### config.mk
export PLATFORM = sky130hd
export DESIGN_NAME = shared_mem_arbiter
export DESIGN_NICKNAME = d
export VERILOG_FILES = /design/src/rtl/arb_pkg.sv /design/src/rtl/rr_pick.sv /design/src/rtl/shared_mem_arbiter.sv
export SDC_FILE = /design/constraint.sdc
export NUM_CORES = 1
export LEC_CHECK = 0
export ABC_AREA = 1
export CORE_ASPECT_RATIO = 2
export CORE_MARGIN = 4
export CORE_UTILIZATION = 32
export DETAILED_ROUTE_END_ITERATION = 16
export HOLD_SLACK_MARGIN = 0.08
export PLACE_DENSITY = 0.65
export SYNTH_ARGS = -nofsm -noshare
export SYNTH_HDL_FRONTEND = slang
export SYNTH_SLANG_ARGS = --single-unit
### constraint.sdc
create_clock -name clk -period 1.9 [get_ports clk]
set_input_delay 0.38 -clock clk [delete_from_list [all_inputs] [get_ports clk]]
set_output_delay 0.38 -clock clk [all_outputs]
set_load 0.05 [all_outputs]
### src/rtl/arb_pkg.sv
//------------------------------------------------------------------------------
// Module : arb_pkg
// Brief  : Shared types and helpers for the shared-memory arbiter.
// Rev    : 1.0 - initial release
//------------------------------------------------------------------------------
`default_nettype none

package arb_pkg;

  // Access sequencer states
  typedef enum logic [1:0] {
    IDLE  = 2'd0,
    ISSUE = 2'd1,
    WAIT  = 2'd2,
    RESP  = 2'd3
  } state_e;

  // Index width for n items, never below one bit
  function automatic int ptr_width(input int n);
    return (n <= 2) ? 1 : $clog2(n);
  endfunction

endpackage

`default_nettype wire

### src/rtl/rr_pick.sv
//------------------------------------------------------------------------------
// Module : rr_pick
// Brief  : Combinational round-robin picker. Returns the first set request
//          bit at or above ptr, wrapping modulo NUM_CORES.
// Rev    : 1.0 - initial release
//------------------------------------------------------------------------------
`default_nettype none

module rr_pick
  import arb_pkg::*;
#(
  parameter int NUM_CORES = 4,
  parameter int PTR_W     = ptr_width(NUM_CORES)
) (
  input  logic [NUM_CORES-1:0] req_i,
  input  logic [PTR_W-1:0]     ptr_i,
  output logic [PTR_W-1:0]     winner_o,
  output logic                 valid_o
);

  // One extra bit so ptr+offset cannot overflow before the explicit wrap
  logic [PTR_W:0] idx;

  // Scan offsets 0..NUM_CORES-1 from ptr; the first hit wins
  always_comb begin
    winner_o = '0;
    valid_o  = 1'b0;
    idx      = '0;
    for (int i = 0; i < NUM_CORES; i++) begin
      idx = {1'b0, ptr_i} + (PTR_W+1)'(i);
      if (idx >= (PTR_W+1)'(NUM_CORES)) begin
        idx = idx - (PTR_W+1)'(NUM_CORES);
      end
      if (!valid_o && req_i[idx[PTR_W-1:0]]) begin
        winner_o = idx[PTR_W-1:0];
        valid_o  = 1'b1;
      end
    end
  end

endmodule

`default_nettype wire

### src/rtl/shared_mem_arbiter.sv
//------------------------------------------------------------------------------
// Module : shared_mem_arbiter
// Brief  : Lets NUM_CORES cores share one data RAM. Round-robin arbitration,
//          one access at a time, registered read data, and a cluster-level
//          all_done flag built from sticky per-core done flags.
// Rev    : 1.0 - initial release
//------------------------------------------------------------------------------
`default_nettype none

module shared_mem_arbiter
  import arb_pkg::*;
#(
  parameter int NUM_CORES = 4,
  parameter int DATA_W    = 16,
  parameter int ADDR_W    = 16,
  parameter int MEM_LAT   = 1
) (
  input  logic                        clk,
  input  logic                        rst,
  input  logic [NUM_CORES-1:0]        req_i,
  input  logic [NUM_CORES-1:0]        we_i,
  input  logic [NUM_CORES*ADDR_W-1:0] addr_i,
  input  logic [NUM_CORES*DATA_W-1:0] wdata_i,
  output logic [NUM_CORES-1:0]        ack_o,
  output logic [DATA_W-1:0]           rdata_o,
  input  logic [NUM_CORES-1:0]        core_done_i,
  input  logic                        clear_done_i,
  output logic                        all_done_o,
  output logic                        mem_en_o,
  output logic                        mem_we_o,
  output logic [ADDR_W-1:0]           mem_addr_o,
  output logic [DATA_W-1:0]           mem_wdata_o,
  input  logic [DATA_W-1:0]           mem_rdata_i
);

  localparam int PTR_W = ptr_width(NUM_CORES);
  // Counts 0..MEM_LAT-1
  localparam int CNT_W = ptr_width(MEM_LAT + 1);

  state_e                 state_q;
  logic [PTR_W-1:0]       ptr_q;
  logic [PTR_W-1:0]       win_q;
  logic [CNT_W-1:0]       cnt_q;
  logic [NUM_CORES-1:0]   ack_q;
  logic                   mem_en_q;
  logic                   mem_we_q;
  logic [ADDR_W-1:0]      mem_addr_q;
  logic [DATA_W-1:0]      mem_wdata_q;
  logic [DATA_W-1:0]      rdata_q;
  logic [NUM_CORES-1:0]   done_seen_q;
  logic [NUM_CORES-1:0]   done_seen_d;
  logic                   all_done_q;

  logic [PTR_W-1:0]       pick;
  logic                   pick_valid;
  logic [ADDR_W-1:0]      pick_addr;
  logic [DATA_W-1:0]      pick_wdata;
  logic [PTR_W-1:0]       ptr_d;
  logic [NUM_CORES-1:0]   win_onehot;

  rr_pick #(
    .NUM_CORES (NUM_CORES),
    .PTR_W     (PTR_W)
  ) u_rr_pick (
    .req_i    (req_i),
    .ptr_i    (ptr_q),
    .winner_o (pick),
    .valid_o  (pick_valid)
  );

  assign pick_addr  = addr_i[int'(pick)*ADDR_W +: ADDR_W];
  assign pick_wdata = wdata_i[int'(pick)*DATA_W +: DATA_W];
  assign win_onehot = NUM_CORES'(1) << win_q;

  // Pointer moves just past the served core, wrapping by explicit compare
  always_comb begin
    ptr_d = (win_q == PTR_W'(NUM_CORES - 1)) ? '0 : win_q + PTR_W'(1);
  end

  // Access sequencer: grant in IDLE, strobe memory, wait for read data, ack
  always_ff @(posedge clk) begin
    if (rst) begin
      state_q     <= IDLE;
      ptr_q       <= '0;
      win_q       <= '0;
      cnt_q       <= '0;
      ack_q       <= '0;
      mem_en_q    <= 1'b0;
      mem_we_q    <= 1'b0;
      mem_addr_q  <= '0;
      mem_wdata_q <= '0;
      rdata_q     <= '0;
    end else begin
      case (state_q)
        IDLE: begin
          if (pick_valid) begin
            win_q       <= pick;
            mem_en_q    <= 1'b1;
            mem_we_q    <= we_i[pick];
            mem_addr_q  <= pick_addr;
            mem_wdata_q <= pick_wdata;
            state_q     <= ISSUE;
          end
        end
        ISSUE: begin
          mem_en_q <= 1'b0;
          cnt_q    <= '0;
          if (mem_we_q) begin
            ack_q   <= win_onehot;
            state_q <= RESP;
          end else begin
            state_q <= WAIT;
          end
        end
        WAIT: begin
          if (cnt_q == CNT_W'(MEM_LAT - 1)) begin
            rdata_q <= mem_rdata_i;
            ack_q   <= win_onehot;
            state_q <= RESP;
          end else begin
            cnt_q <= cnt_q + CNT_W'(1);
          end
        end
        RESP: begin
          ack_q   <= '0;
          ptr_q   <= ptr_d;
          state_q <= IDLE;
        end
        default: state_q <= IDLE;
      endcase
    end
  end

  // Sticky done flags; a clear beats a simultaneous set
  always_comb begin
    done_seen_d = clear_done_i ? '0 : (done_seen_q | core_done_i);
  end

  // Done flags and the registered cluster-level flag
  always_ff @(posedge clk) begin
    if (rst) begin
      done_seen_q <= '0;
      all_done_q  <= 1'b0;
    end else begin
      done_seen_q <= done_seen_d;
      all_done_q  <= clear_done_i ? 1'b0 : &done_seen_q;
    end
  end

  assign ack_o       = ack_q;
  assign rdata_o     = rdata_q;
  assign all_done_o  = all_done_q;
  assign mem_en_o    = mem_en_q;
  assign mem_we_o    = mem_we_q;
  assign mem_addr_o  = mem_addr_q;
  assign mem_wdata_o = mem_wdata_q;

endmodule

`default_nettype wire

======== Word level (Yosys, flattened, before mapping) ========
Index checks and enable logic that the tools add are counted.
storage, ports and cells
  flip-flop bits (word level) ............. 66
  output and inout bits ................... 55
  word-level logic and storage cells ...... 93
operators by class
  add/subtract/negate cells ............... 9
  $lt $le $gt $ge ......................... 9
  equal/unequal tests ..................... 7
  shift operators ......................... 3
  multiplexer cells ....................... 34
  bitwise operators ....................... 2
  reduce and logical (&&, ||, !) cells .... 17
operators with widths
  operator               count
  $shiftx A64 B7 Y16     2
  $mux W2                11
  $lt A2 B3 Y1 const B   5
  $mux W1                12
  $pmux W4 S3            1
  $bmux W1 S2            5
  $ge A3 B3 Y1 const B   3
  $mux W4                2
  $pmux W2 S4            1
  $reduce_and A2 Y1      4
  $sub A2 B1 Y2 const B  4
  $add A2 B2 Y3 const B  2
  $eq A2 B2 Y1 const B   3
  $ne A2 B2 Y1 const B   3
  $or A4 B4 Y4           1
  $pmux W1 S2            2
  $reduce_and A4 Y1      1
  $reduce_bool A2 Y1     2
  $shl A1 B2 Y4 const A  1
  $add A2 B1 Y3 const B  1
  $ge A2 B3 Y1 const B   1
  $logic_and A1 B1 Y1    3
  $logic_not A1 Y1       3
  $reduce_and A3 Y1      1
  7 further kinds        7

======== Longest topological paths before layout ========
  depth after elaboration ................. 16
  gate-level depth with buffers ........... 16
  gate-level depth less buffers ........... 15

======== Cells and area by module ========
Synthesis repeated with hierarchy kept, for this count alone.
second synthesis, totals
  cell total of the unflattened synthesis .. 621
  area, all modules ....................... 3872.5 um^2
modules (own cells, without submodules)
  module              times used  cells an instance  area an instance (um^2)  sequential area each (um^2)
  shared_mem_arbiter  1           562                3553.4                   1301.2
  rr_pick             1           59                 319.1                    0.0

======== Least setup slack after synthesis ========
Ideal clock, no wire load.
  kind .................................... register -> register
  start point ............................. register ptr_q[0]
  end point ............................... register mem_we_q, in the netlist mem_we_o
  setup time .............................. 0.109 ns
  arrival time ............................ 1.651 ns
  required time ........................... 1.791 ns
  slack ................................... 0.140 ns
  cell stages (with the launch flop) ...... 16
  buffers on the path ..................... 2
  cells stage by stage .................... dfxtp_1 buf_4 nand2_2 nand3_2 nand2_2 nor2_8 nand3_4 nand2_8 inv_2 nand2_4 inv_2 buf_6 nand2_1 nand3_1 nand2_1 inv_1
on the way
  cells in the longest elaborated chain, start to end .. 16
  elaborated cells between the ends (all ways) .. 40
  those cells by class .................... add/sub (7); order compare (4); mux (22); reduce/logical (7)
RTL lines
  element                                                                 line                       source
  from (decl)                                                             shared_mem_arbiter.sv:41   logic [PTR_W-1:0] ptr_q;
  from (signal assigned)                                                  shared_mem_arbiter.sv:126  ptr_q <= ptr_d;
  parallel branches: the longest is 16 deep, another holds $add A2 B1 Y3  n/a
  to (signal assigned)                                                    shared_mem_arbiter.sv:99   mem_we_q <= we_i[pick];
  to (decl)                                                               shared_mem_arbiter.sv:46   logic mem_we_q;
Several ways; the timed one is not identified. The select of a mux whose other input is x is not followed.
A chain may end at the register's enable or synchronous reset.

======== Worst setup path after layout ========
  start point ............................. register ptr_q[0]
  end point ............................... register mem_wdata_q[4], in the netlist mem_wdata_o[4]
on the way
  cells in the longest elaborated chain, start to end .. 15
  elaborated cells between the ends (all ways) .. 39
  those cells by class .................... add/sub (7); order compare (4); shift (1); mux (20); reduce/logical (7)
RTL lines
  element                                                                 line                       source
  parallel branches: the longest is 15 deep, another holds $add A2 B1 Y3  n/a
  to (signal assigned)                                                    shared_mem_arbiter.sv:101  mem_wdata_q <= pick_wdata;
  to (decl)                                                               shared_mem_arbiter.sv:48   logic [DATA_W-1:0] mem_wdata_q;
Several ways; the timed one is not identified. The select of a mux whose other input is x is not followed.

==> metrics.txt <==
# TYPE chip_impl_metric gauge
chip_impl_info{name="run_status",value="complete, but fails checks"} 1
chip_impl_info{name="violations_in_the_final_reports",value="negative setup slack"} 1
chip_impl_metric{name="layout_setup_ws",unit="ns"} -0.0410
chip_impl_info{name="cts-root-buf",value="sky130_fd_sc_hd__clkbuf_16"} 1
chip_impl_metric{name="placed_area",unit="mm²"} 0.00668
chip_impl_metric{name="finalWorstPathRequiredPeriod",unit="ns"} 1.94
chip_impl_metric{name="crit_required",unit="ns"} 2.13
chip_impl_metric{name="syn_to_final_growth",unit="%"} 81.2
chip_impl_info{name="rsz0062_at_grt",value="yes"} 1
chip_impl_metric{name="power_density",unit="mW/mm²"} 1770
chip_impl_metric{name="insertion_delay",unit="ns"} 0.33
chip_impl_metric{name="die_area",unit="mm²"} 0.0153
chip_impl_info{name="worst-setup-path-type",value="reg2reg"} 1
chip_impl_metric{name="finish.instance_area",unit="mm²"} 0.00773
chip_impl_metric{name="synthesis.yosys.warnings",unit=""} 0
chip_impl_metric{name="seq_area_frac_synth",unit=""} 0.305
chip_impl_metric{name="max_cap_viol_count",unit=""} 0
chip_impl_metric{name="place_congestion",unit=""} 0.844
chip_impl_info{name="synth_largest_area_cell",value="sky130_fd_sc_hd__dfxtp_1"} 1
chip_impl_metric{name="ctsLongestPathBuffers",unit=""} 2
chip_impl_metric{name="maximum_number_of_pins_on_one_net_before_global_route_repair",unit=""} 47
chip_impl_info{name="timing.critical_path.to_type",value="flip-flop"} 1
chip_impl_metric{name="worst-slew-pin-transition",unit="ns"} 0.527
chip_impl_metric{name="worst_ep_arrival_time",unit="ns"} 2.17
chip_impl_metric{name="peakVddDrop",unit="V"} 0.000880
chip_impl_metric{name="core_area",unit="mm²"} 0.0131
chip_impl_metric{name="vias_per_cell",unit=""} 4.84
chip_impl_metric{name="drt_first_pass_iters",unit=""} 4
chip_impl_info{name="hold_path_class",value="reg2reg"} 1
chip_impl_metric{name="dieWidth",unit="µm"} 89.6
chip_impl_metric{name="p_leak",unit="nW"} 3.91
chip_impl_metric{name="drt_iter0_markers",unit=""} 169
chip_impl_metric{name="synth-seq-cells",unit=""} 65
chip_impl_metric{name="timing_max_transition_violations_final",unit=""} 0
chip_impl_info{name="synth_area_leaders",value="sky130_fd_sc_hd__dfxtp_1, sky130_fd_sc_hd__nand2_1, sky130_fd_sc_hd__nand3_1"} 1
chip_impl_metric{name="global_route_wire_length_before_repair",unit="µm"} 24200
chip_impl_metric{name="post-route-drc-count",unit=""} 0
chip_impl_metric{name="total_routing_usage_gr",unit=""} 0.206
chip_impl_info{name="post-synth-top-count-cell",value="sky130_fd_sc_hd__nand2_1"} 1
chip_impl_metric{name="core.rowCount",unit=""} 59
chip_impl_metric{name="fin_setup_tns",unit="ns"} -0.174
chip_impl_info{name="synth_top_family_by_area",value="simple AND/OR/NAND/NOR gates"} 1
chip_impl_info{name="cp-start-kind",value="flip-flop"} 1
chip_impl_metric{name="synth_compound_area_frac",unit=""} 0.0464
chip_impl_metric{name="numCtsBuffers",unit=""} 9
chip_impl_metric{name="top_level_ports",unit=""} 214
chip_impl_metric{name="synthAdderAreaFrac",unit=""} 0.0264
chip_impl_metric{name="cts_max_level",unit=""} 3
chip_impl_metric{name="synth_nets",unit=""} 866
chip_impl_metric{name="n_fill_cell",unit=""} 1217
chip_impl_metric{name="fmax",unit="GHz"} 0.515
chip_impl_metric{name="die_y",unit="µm"} 171
chip_impl_metric{name="grt_antenna_before_repair",unit=""} 0
chip_impl_metric{name="ff2ff_setup_slack",unit="ns"} -0.04
chip_impl_info{name="synth_common_cells",value="sky130_fd_sc_hd__nand2_1, sky130_fd_sc_hd__nor2_1, sky130_fd_sc_hd__inv_1, sky130_fd_sc_hd__nand3_1, sky130_fd_sc_hd__dfxtp_1"} 1
chip_impl_metric{name="hold_violations",unit=""} 0
chip_impl_metric{name="path_clk_slew",unit="ns"} 0.06
chip_impl_metric{name="layout-drive-gt1-share",unit=""} 0.198
chip_impl_metric{name="post_synth_and_or_nand_nor_area_fraction",unit=""} 0.494
chip_impl_metric{name="port_buffers",unit=""} 213
chip_impl_metric{name="fin_nets",unit=""} 1111
chip_impl_metric{name="unique_cell_type_count_in_the_yosys_netlist",unit=""} 27
chip_impl_metric{name="avgSynthCellArea",unit="µm²"} 6.11
chip_impl_metric{name="cts.sinks",unit=""} 65
chip_impl_metric{name="synth_async_sr_flop_share",unit=""} 0
chip_impl_metric{name="final_min_period_over_clock_period",unit=""} 1.02
chip_impl_metric{name="detailed_placer_s_ending_hpwl",unit="µm"} 12000
chip_impl_metric{name="drt_wl_total",unit="µm"} 17100
chip_impl_metric{name="grt_remaining_overflow",unit=""} 0
chip_impl_info{name="cts_tree",value="yes"} 1
chip_impl_metric{name="critPathMaxFanout",unit=""} 5
chip_impl_info{name="synth_flop_cell",value="sky130_fd_sc_hd__dfxtp_1"} 1
chip_impl_metric{name="vias_in_the_first_global_route",unit=""} 4990
chip_impl_metric{name="yosys-mux-area-fraction",unit=""} 0
chip_impl_metric{name="initial_core_util",unit=""} 0.326
chip_impl_metric{name="synth_enable_flop_cells",unit=""} 0
chip_impl_metric{name="setup-violations-final",unit=""} 15
chip_impl_metric{name="drtAntennaViolNets",unit=""} 0
chip_impl_metric{name="synth-xor-area-share",unit=""} 0
chip_impl_metric{name="synth.cell_area",unit="mm²"} 0.00426
chip_impl_metric{name="slew_headroom",unit=""} 0.648
chip_impl_metric{name="vias_after_detailed_routing",unit=""} 5337
chip_impl_metric{name="wire_per_inst",unit="µm"} 15.5
chip_impl_metric{name="post-synth-top-area-fraction",unit=""} 0.305
chip_impl_metric{name="clock_skew",unit="ns"} 0.00458
chip_impl_metric{name="post-layout-total-power",unit="W"} 0.0137
chip_impl_metric{name="postSynthCellCount",unit=""} 698
chip_impl_metric{name="ctsHoldBuffers",unit=""} 0
-- worst paths after layout --
path	from	to	cells after the start
hold / removal	ack_o[2]$_SDFFE_PP0P_	ack_o[2]$_SDFFE_PP0P_	2
hold reg to reg	ack_o[2]$_SDFFE_PP0P_	ack_o[2]$_SDFFE_PP0P_	2
setup reg to reg	ptr_q[0]$_SDFFE_PP0N_	mem_wdata_o[4]$_SDFFE_PP0P_	16
setup / recovery	ptr_q[0]$_SDFFE_PP0N_	mem_wdata_o[4]$_SDFFE_PP0P_	16
-- per-layer routing --
| metal | wire, µm | global-route usage | up-vias |
|---|---|---|---|
| met1 | 5940 | 0.205 | 2383 |
| met4 | 732 | 0.0985 | 0 |
| met5 | 0 | 0 | - |
| li1 | - | - | 2705 |
| met2 | 9330 | 0.388 | 211 |
| met3 | 1070 | 0.0407 | 38 |
-- critical path: stages, from the launching register on --
cell,delay [ns]
sky130_fd_sc_hd__dfxtp_4,0.37
sky130_fd_sc_hd__buf_6,0.13
sky130_fd_sc_hd__nand2_4,0.07
sky130_fd_sc_hd__nand2_8,0.07
sky130_fd_sc_hd__nand2_4,0.08
sky130_fd_sc_hd__nand2_4,0.07
sky130_fd_sc_hd__nor2_8,0.12
sky130_fd_sc_hd__nand3_4,0.12
sky130_fd_sc_hd__nand3_4,0.14
sky130_fd_sc_hd__buf_6,0.12
sky130_fd_sc_hd__buf_12,0.11
sky130_fd_sc_hd__buf_16,0.11
sky130_fd_sc_hd__nand2_1,0.05
sky130_fd_sc_hd__nand3_1,0.08
sky130_fd_sc_hd__nand3_1,0.09
sky130_fd_sc_hd__nand2_1,0.07
sky130_fd_sc_hd__inv_1,0.03
-- placed cells by master (no fill, tap or decap), types with 10 or more instances in the layout --
master / n
sky130_fd_sc_hd__o21ai_0: 21
sky130_fd_sc_hd__clkbuf_16: 13
sky130_fd_sc_hd__dfxtp_1: 63
sky130_fd_sc_hd__nand2_1: 195
sky130_fd_sc_hd__buf_4: 62
sky130_fd_sc_hd__nand3_1: 67
sky130_fd_sc_hd__inv_1: 68
sky130_fd_sc_hd__clkdlybuf4s50_1: 172
sky130_fd_sc_hd__nand4_1: 50
sky130_fd_sc_hd__nor2_1: 92
sky130_fd_sc_hd__a21oi_1: 10
sky130_fd_sc_hd__nand2_4: 14
sky130_fd_sc_hd__buf_12: 12
sky130_fd_sc_hd__nand2_2: 25
-- state kept, by name, indices dropped and copies added (netlist names) --
signal       flops
ack_o            4
all_done_o       1
done_seen_q      4
mem_addr_o      16
mem_en_o         1
mem_wdata_o     16
mem_we_o         1
ptr_q            2
rdata_o         16
state_q          2
win_q            2
-- kinds of logic (layout without fill, tap and decap cells) --
logic type                 count (synthesis)  in the layout
and+or+nand+nor                          464            464
buffers and inverters                    123            373
DFF                                       65             65
AOI/OAI and AO/OA                         37             37
adders and majority gates                  9              9
other                                      0              2
-- area by class of cell --
| class | count | area, µm² | area share |
|---|---|---|---|
| flip-flops and latches | 65 | 1310 | 0.169 |
| multi-input cells | 510 | 2630 | 0.340 |
| clock buffers | 9 | 225 | 0.0291 |
| inverters | 81 | 323 | 0.0418 |
| repair buffers | 276 | 2920 | 0.378 |
| diodes | 2 | 5.00 | 0.000648 |
| clock inverters | 7 | 125 | 0.0162 |
| well taps | 152 | 190 | 0.0246 |
-- per-stage QoR --
stage	hold WS, ns	worst slack [ns]	std cells	utilization
after floorplan	0.425	0.140	698	-
after global placement	0.451	-0.475	1062	0.511
after detailed placement	0.453	-0.505	1062	0.511
after CTS	0.463	-0.0245	1094	0.569
after global routing	0.483	-0.131	1100	0.591
final	0.458	-0.0410	1102	0.591
-- power breakdown --
group	total (W)	internal [W]	leakage (nW)	switching, W
combinational	0.00954	0.00393	3.20	0.00561
clock	0.00198	0.00130	0.171	0.000684
sequential	0.00218	0.00190	0.537	0.000283
total	0.0137	0.00712	3.91	0.00658
-- timing repair --
item	CTS	global route
setup buffers	14	2
gates cloned	5	4
setup endpoints to repair	33	38
pin swaps	34	36
resized for setup	60	45
endpoints found under the hold margin	0	0
No activity file was read; power rests on OpenSTA's default activity.
